$ cat config.mk
export PLATFORM = sky130hd
export DESIGN_NAME = pt_write_responder
export DESIGN_NICKNAME = d
export VERILOG_FILES = /design/src/rtl/pt_write_responder_pkg.sv /design/src/rtl/pt_wr_fifo.sv /design/src/rtl/pt_write_responder.sv
export SDC_FILE = /design/constraint.sdc
export NUM_CORES = 1
export LEC_CHECK = 0
export CORE_ASPECT_RATIO = 1.5
export CORE_MARGIN = 1
export CORE_UTILIZATION = 63
export DETAILED_ROUTE_END_ITERATION = 10
export PLACE_DENSITY = 0.84
export SYNTH_ARGS = -nofsm -noshare
export SYNTH_HDL_FRONTEND = slang
export SYNTH_HIERARCHICAL = 1
export SYNTH_SLANG_ARGS = --single-unit
$ cat constraint.sdc
create_clock -name clk -period 13.75 [get_ports clk]
set_clock_uncertainty 0.1 [all_clocks]
set_input_delay 2.75 -clock clk [delete_from_list [all_inputs] [get_ports clk]]
set_output_delay 2.75 -clock clk [all_outputs]
set_load 0.005 [all_outputs]
$ cat src/rtl/pt_write_responder_pkg.sv
// pt_write_responder_pkg: frame constants, ZBT widths and FIFO entry type shared by the write responder.
package pt_write_responder_pkg;
    localparam int FRAME_H_PIX = 640;
    localparam int FRAME_V_PIX = 480;
    localparam int ZBT_ADDR_W = 19;
    localparam int ZBT_DATA_W = 36;
    localparam int PIXEL_W = 18;
    localparam int ENTRY_W = ZBT_ADDR_W + PIXEL_W;

    typedef struct packed {
        logic [ZBT_ADDR_W-1:0] addr;
        logic [PIXEL_W-1:0] pixel;
    } pt_entry_t;

    function automatic logic [ZBT_ADDR_W-1:0] pix_addr(input logic [9:0] x, input logic [8:0] y, input int h);
        return ZBT_ADDR_W'(y) * ZBT_ADDR_W'(h) + ZBT_ADDR_W'(x);
    endfunction
endpackage

$ cat src/rtl/pt_wr_fifo.sv
// pt_wr_fifo: synchronous FIFO with occupancy count; a push into a full FIFO is accepted only alongside a pop.
module pt_wr_fifo #(
    parameter int DEPTH = 8,
    parameter int W = 37,
    localparam int AW = $clog2(DEPTH),
    localparam int CW = AW + 1
) (
    input  logic          clk,
    input  logic          reset,
    input  logic          push,
    input  logic          pop,
    input  logic [W-1:0]  din,
    output logic [W-1:0]  dout,
    output logic [CW-1:0] count,
    output logic          full,
    output logic          empty
);
    logic [W-1:0] mem [DEPTH];
    logic [AW-1:0] wr_ptr, rd_ptr;
    logic push_ok, pop_ok;

    assign full = count == CW'(DEPTH);
    assign empty = count == '0;
    assign pop_ok = pop && !empty;
    assign push_ok = push && (!full || pop_ok);
    assign dout = mem[rd_ptr];

    always_ff @(posedge clk)
        if (push_ok) mem[wr_ptr] <= din;

    always_ff @(posedge clk or posedge reset)
        if (reset) begin
            wr_ptr <= '0;
            rd_ptr <= '0;
            count <= '0;
        end else begin
            if (push_ok) wr_ptr <= wr_ptr + 1'b1;
            if (pop_ok) rd_ptr <= rd_ptr + 1'b1;
            count <= count + CW'(push_ok) - CW'(pop_ok);
        end
endmodule

$ cat src/rtl/pt_write_responder.sv
// pt_write_responder: buffers projective-transform pixel writes and replays them as pipelined ZBT SRAM writes.
module pt_write_responder
    import pt_write_responder_pkg::*;
#(
    parameter int DEPTH = 8,
    parameter int H_PIX = FRAME_H_PIX,
    parameter int V_PIX = FRAME_V_PIX,
    parameter int ZBT_WLAT = 2
) (
    input  logic                  clk,
    input  logic                  reset,
    input  logic [PIXEL_W-1:0]    pt_pixel_write,
    input  logic [9:0]            pt_x,
    input  logic [8:0]            pt_y,
    input  logic                  pt_wr,
    output logic                  ptflag,
    output logic                  mem_req,
    input  logic                  mem_grant,
    output logic                  mem_we,
    output logic [ZBT_ADDR_W-1:0] mem_addr,
    output logic [ZBT_DATA_W-1:0] mem_data,
    output logic                  mem_data_oe,
    output logic                  overflow,
    output logic                  dropped
);
    localparam int CW = $clog2(DEPTH) + 1;

    logic in_range, full, empty, push, pop;
    logic [CW-1:0] count, next_count;
    pt_entry_t entry, head;
    logic [PIXEL_W-1:0] pix_q;
    logic [PIXEL_W-1:0] dly_pix [ZBT_WLAT];
    logic [ZBT_WLAT-1:0] dly_v;

    assign in_range = int'(pt_x) < H_PIX && int'(pt_y) < V_PIX;
    assign pop = mem_grant && !empty;
    assign push = pt_wr && in_range && (!full || pop);
    assign entry = '{addr: pix_addr(pt_x, pt_y, H_PIX), pixel: pt_pixel_write};
    assign next_count = count + CW'(push) - CW'(pop);
    assign mem_req = !empty;
    assign mem_data = {{(ZBT_DATA_W-PIXEL_W){1'b0}}, dly_pix[ZBT_WLAT-1]};
    assign mem_data_oe = dly_v[ZBT_WLAT-1];

    pt_wr_fifo #(.DEPTH(DEPTH), .W(ENTRY_W)) u_fifo (
        .clk(clk),
        .reset(reset),
        .push(push),
        .pop(pop),
        .din(entry),
        .dout(head),
        .count(count),
        .full(full),
        .empty(empty)
    );

    // Data trails the address phase by ZBT_WLAT cycles through a shift line fed from the address stage.
    always_ff @(posedge clk or posedge reset)
        if (reset) begin
            ptflag <= 1'b1;
            overflow <= 1'b0;
            dropped <= 1'b0;
            mem_we <= 1'b0;
            mem_addr <= '0;
            pix_q <= '0;
            dly_v <= '0;
            for (int i = 0; i < ZBT_WLAT; i++) dly_pix[i] <= '0;
        end else begin
            ptflag <= (int'(next_count) <= DEPTH - 3);
            overflow <= overflow | (pt_wr && in_range && !push);
            dropped <= pt_wr && !in_range;
            mem_we <= pop;
            if (pop) begin
                mem_addr <= head.addr;
                pix_q <= head.pixel;
            end
            dly_v[0] <= mem_we;
            dly_pix[0] <= pix_q;
            for (int i = 1; i < ZBT_WLAT; i++) begin
                dly_v[i] <= dly_v[i-1];
                dly_pix[i] <= dly_pix[i-1];
            end
        end
endmodule
# Yosys cells after proc, flatten, opt, wreduce, memory -nomap -nowiden
# Memory sizes are Yosys's and may differ from the RTL's. A register that Yosys moved wholly into a read port is not among the register bits.
# Index checks and enable logic that the tools add are counted.
# word_totals
regBits	52
latchBits	0
mem_bits_rw	296
mem_bits_ro	0
inputBits	41
output_inout_bits	61
wordCells	41
memories	1
# memory_table
memory	words	word_bits	read_ports	rd_ports_with_merged_regs	wr	line	source
u_fifo.mem	8	37	1	1	1	pt_wr_fifo.sv:18	logic [W-1:0] mem [DEPTH];
# classes
addsub	7
multipliers	1
div	0
magnitude_cmp	3
eq_ne	1
shift	0
muxes	2
n_bitwise	1
n_reduce_logical	15
# ops
cell	n
$add 19x10->19	1
$mul 9x3->12 const B	1
$lt 10x10->1 const B	1
$lt 9x9->1 const B	1
$add 4x1->4	2
$logic_and 1x1->1	8
$sub 4x1->4	2
$add 3x1->3 const B	2
$eq 4x4->1 const B	1
$le 4x3->1 const B	1
$logic_not 1->1	4
$logic_not 4->1	1
$logic_or 1x1->1	2
$mux 1	2
$or 1x1->1	1

# Logic depth before layout (Yosys ltp)
# depth
depth_word	8
depth_mapped	14
depth_no_buf	13

# Cells and area by module
# The synthesis kept the hierarchy.
# by_module_without_submodules
mod	instances	cells_each	area_per_inst_um2	seq_area_each_um2
pt_wr_fifo	1	490	11721.2	9138.8
pt_write_responder	1	337	3520.9	1978.1

# Worst setup path before layout
# Ideal clock, no wire load.
# synth_path
path_kind	input -> register
from	in mem_grant
to	mem u_fifo.mem[1][0] (enable)
setup_ns	0.524
t_arrival_ns	7.349
t_required_ns	13.126
setup_slack_ns	5.778
cell_stages	6
path_buffers	2
cell_sequence	nand2_1 -> clkbuf_1 -> clkbuf_1 -> a21oi_1 -> nand2_1 -> nor4_1
# synth_between
elab_chain_len	6
# synth_lines
item	line	source
start, declared	pt_write_responder.sv:18	input logic mem_grant,
$logic_and 1x1->1	pt_write_responder.sv:36	assign pop = mem_grant && !empty;
$logic_or 1x1->1	pt_write_responder.sv:37	assign push = pt_wr && in_range && (!full || pop);
$logic_and 1x1->1	pt_write_responder.sv:37	
named net push	pt_write_responder.sv:28	logic in_range, full, empty, push, pop;
$logic_and 1x1->1	pt_wr_fifo.sv:25	assign push_ok = push && (!full || pop_ok);
$mux 1	pt_wr_fifo.sv:29	if (push_ok) mem[wr_ptr] <= din;
$mux 1 (implied by the code)	pt_wr_fifo.sv:29	
end, declared	pt_wr_fifo.sv:18	
# The timed path passes the listed nets, and every way through them passes these cells.

# Worst setup path in the final report
# layout_path
from	in mem_grant
to	mem u_fifo.mem[0][12] (enable)
# The elaborated chain is that of the path after synthesis.

==> flow_summary.ini <==
[place]
hpwl_um = 16600
routabilityCongestion = 0.801
placedCellCount = 1195
place_area_sq_mm = 0.0163
portBuffers = 83

[setup_path]
critical_path_arrival_ns = 6.44
cp_top_family = simple AND/OR/NAND/NOR gates
critical-path-slowest-cell = nor3_2
crit_buf_inv = 2
crit_chain = clkdlybuf4s50_1 > nand2_2 > a21oi_1 > nor2b_1 > o21ai_1 > nor3_2 > buf_4
start_kind = input pin
cp.required_ns = 13.84
crit_type = in -> reg
cp_slowest_stage_delay_ns = 0.85
critPathMaxFanout = 40
crit_path_end_kind = flop

[finish]
seqCellArea_sq_mm = 0.0111
layout-drive-gt1-share_pct = 21.4
n_antenna_cell = 0
nFillCells = 1366
instances_no_fill = 1252
multi_input_area_sq_mm = 0.00373
area_growth_syn_to_layout_pct = 13.6
fin_area_sq_mm = 0.0173
nets = 982

[floorplan]
die-area_sq_mm = 0.0248
fp.dieH_um = 193
initial_core_util_pct = 64.2
core_region_area_sq_mm = 0.0237
num_rows = 69
io_pins = 102
die_x_um = 129

[sta]
worst_slew_pin_slew_ns = 1.01
rsz0062_at_grt = no
max_freq_ghz = 0.158
finalCriticalPeriod_ns = 6.35
period_share_pct = 46.2
hold_violations = 0
finalSetupViolCount = 0
max_slew_margin_pct = 32.1
fin_setup_tns_ns = 0
slew_viol_final = 0

[clock_network]
h-tree-depth = 1
cts_resized = 0
cts_hold_buf = 0
cts.path.max_buffers = 3
cts_buffers = 31
root_buffer = clkbuf_16
cts_tree = built
cts.sinks = 385
clk_latency_ns = 0.56
cts.clk_slew.worst_paths_ns = 0.07
cts_setup_buffers = 0

[detailed_routing]
ant_nets = 0
drt_first_iter_violations = 569
drtPass1Iterations = 5
drc_errors = 0
wire_per_inst_um = 22.6
via_count = 7372
wl_um = 28300
via_per_inst = 5.89

[global_routing]
grt_usage_pct = 24.4
grt_pass1_wl_um = 44000
antenna_found_initial = 0
grt-ovfl-total = 0
grt_max_degree = 62
grt_pass1_vias = 7725

[synthesis]
yosysUniqueCellTypes = 46
synthFlopType = edfxtp_1
synthCells = 827
netlist_area_sq_mm = 0.0152
synth_edf_count = 296
ys_warn_count = 6
ys_seq_area_share_pct = 72.9
syn_avg_cell_area_sq_um = 18.4
synth-seq-cells = 385
synthArstFlopShare_pct = 23.1

[pwr]
power-per-cell-area_mw_per_mm2 = 199
power_mw = 3.45
peakVddDrop_mv = 0.126
p_leak_nw = 6.29

[hold_path]
hold_class = reg -> reg

[run]
drv_cap = 0

[outcome]
status = complete, no violations
[layout make-up]
| class | count | area share [%] |
|---|---|---|
| inverter | 21 | 0.462 |
| sequential | 385 | 64.2 |
| tap | 319 | 2.31 |
| multi-input combinational | 373 | 21.5 |
| clock inverter | 21 | 1.19 |
| timing repair buffer | 97 | 5.41 |
| clock buffer | 36 | 4.88 |
[per-layer routing]
| layer | up-vias | global-route usage (%) | share of wire [%] |
|---|---|---|---|
| met3 | 58 | 3.13 | 5.4 |
| met1 | 3803 | 30.7 | 37 |
| li1 | 3230 | - | - |
| met5 | - | 0 | 0 |
| met4 | 0 | 7.96 | 2.5 |
| met2 | 281 | 43.9 | 55 |
[per-stage QoR]
| stage | worst slack, ns | util (%) | hold slack [ns] |
|---|---|---|---|
| finish | 7.40 | 72.9 | 0.248 |
| global route | 7.18 | 72.9 | 0.253 |
| CTS | 7.41 | 72.9 | 0.251 |
| detailed placement | 6.91 | 68.5 | 0.236 |
| global placement | 7.04 | 68.5 | 0.232 |
| floorplan | 5.78 | - | 0.231 |
[layout by cell type (no fill, tap or decap), types with 11 or more instances in the layout]
| master | netlist | layout |
|---|---|---|
| edfxtp_1 | 296 | 296 |
| nand2_1 | 120 | 119 |
| dfrtp_1 | 88 | 85 |
| clkdlybuf4s50_1 | 0 | 83 |
| mux4_2 | 74 | 74 |
| mux2_2 | 38 | 38 |
| clkbuf_16 | 0 | 31 |
| ha_1 | 28 | 28 |
| inv_1 | 20 | 19 |
| conb_1 | 1 | 18 |
| buf_4 | 36 | 14 |
| xnor2_1 | 13 | 13 |
| clkinv_2 | 0 | 11 |
[power breakdown]
part,switching (mW),internal (mW)
Combinational,0.415,0.497
Clock,0.389,0.512
Sequential,0.148,1.49
Total,0.952,2.50
[cell usage after synthesis (all sizes together) (3+ instances only)]
cell,instances,area [sq um]
nor3,4,20.0
xor2,9,86.3
inv,21,78.8
edfxtp,296,8890
xnor2,14,130
mux4,74,1670
clkbuf,13,48.8
o21ai,9,45.0
dfrtp,88,2200
fa,4,80.1
mux2,39,439
nand2b,4,25.0
nor2,8,30.0
nand2,120,450
a21o,4,30.0
buf,52,385
a21oi,12,67.6
ha,28,350
and3,3,18.8
nand3,4,20.0
[worst paths after layout]
path                                  from           endpoint  slack, ns  cells past startpoint
max                              mem_grant  u_fifo/mem[0][12]       7.40                      7
min                            dly_pix[29]       mem_data[11]       0.25                      0
max reg2reg                u_fifo/count[2]  u_fifo/mem[0][12]       9.07                     10
min reg2reg                    dly_pix[29]       mem_data[11]       0.25                      0
max in group asynchronous            reset        dly_pix[35]      10.02                      3
min in group asynchronous            reset       mem_addr[15]       2.42                      2
[cell families (layout without fill, tap and decap cells)]
kind of cell	Yosys count	after routing	share of synthesized area, %
XOR/XNOR	23	23	1.42
multiplexers	115	115	13.9
flip-flops	385	385	72.9
AND/OR/NAND/NOR	155	155	4.29
other	1	18	0.0246
AO/OA/AOI/OAI	30	30	1.20
adder cells (fa/ha/maj)	32	32	2.82
buffers and inverters	86	175	3.37
[flip-flops by register name, indices dropped and copies added (netlist names)]
| register | cells |
|---|---|
| dly_v | 2 |
| dropped | 1 |
| u_fifo/mem | 296 |
| u_fifo/rd_ptr | 3 |
| u_fifo/wr_ptr | 3 |
| pix_q | 18 |
| mem_data | 18 |
| overflow | 1 |
| mem_addr | 19 |
| dly_pix | 18 |
| mem_we | 1 |
| u_fifo/count | 4 |
| ptflag | 1 |
[worst register-to-register path: stages (launching register included)]
cell	delay, ns
dfrtp_1	0.38
inv_1	0.09
ha_1	0.24
nor3b_1	0.18
inv_1	0.10
nand2_2	0.55
a21oi_1	0.78
nor2b_1	0.21
o21ai_1	0.26
nor3_2	0.85
buf_4	0.56
No activity file was read; power rests on OpenSTA's default activity.
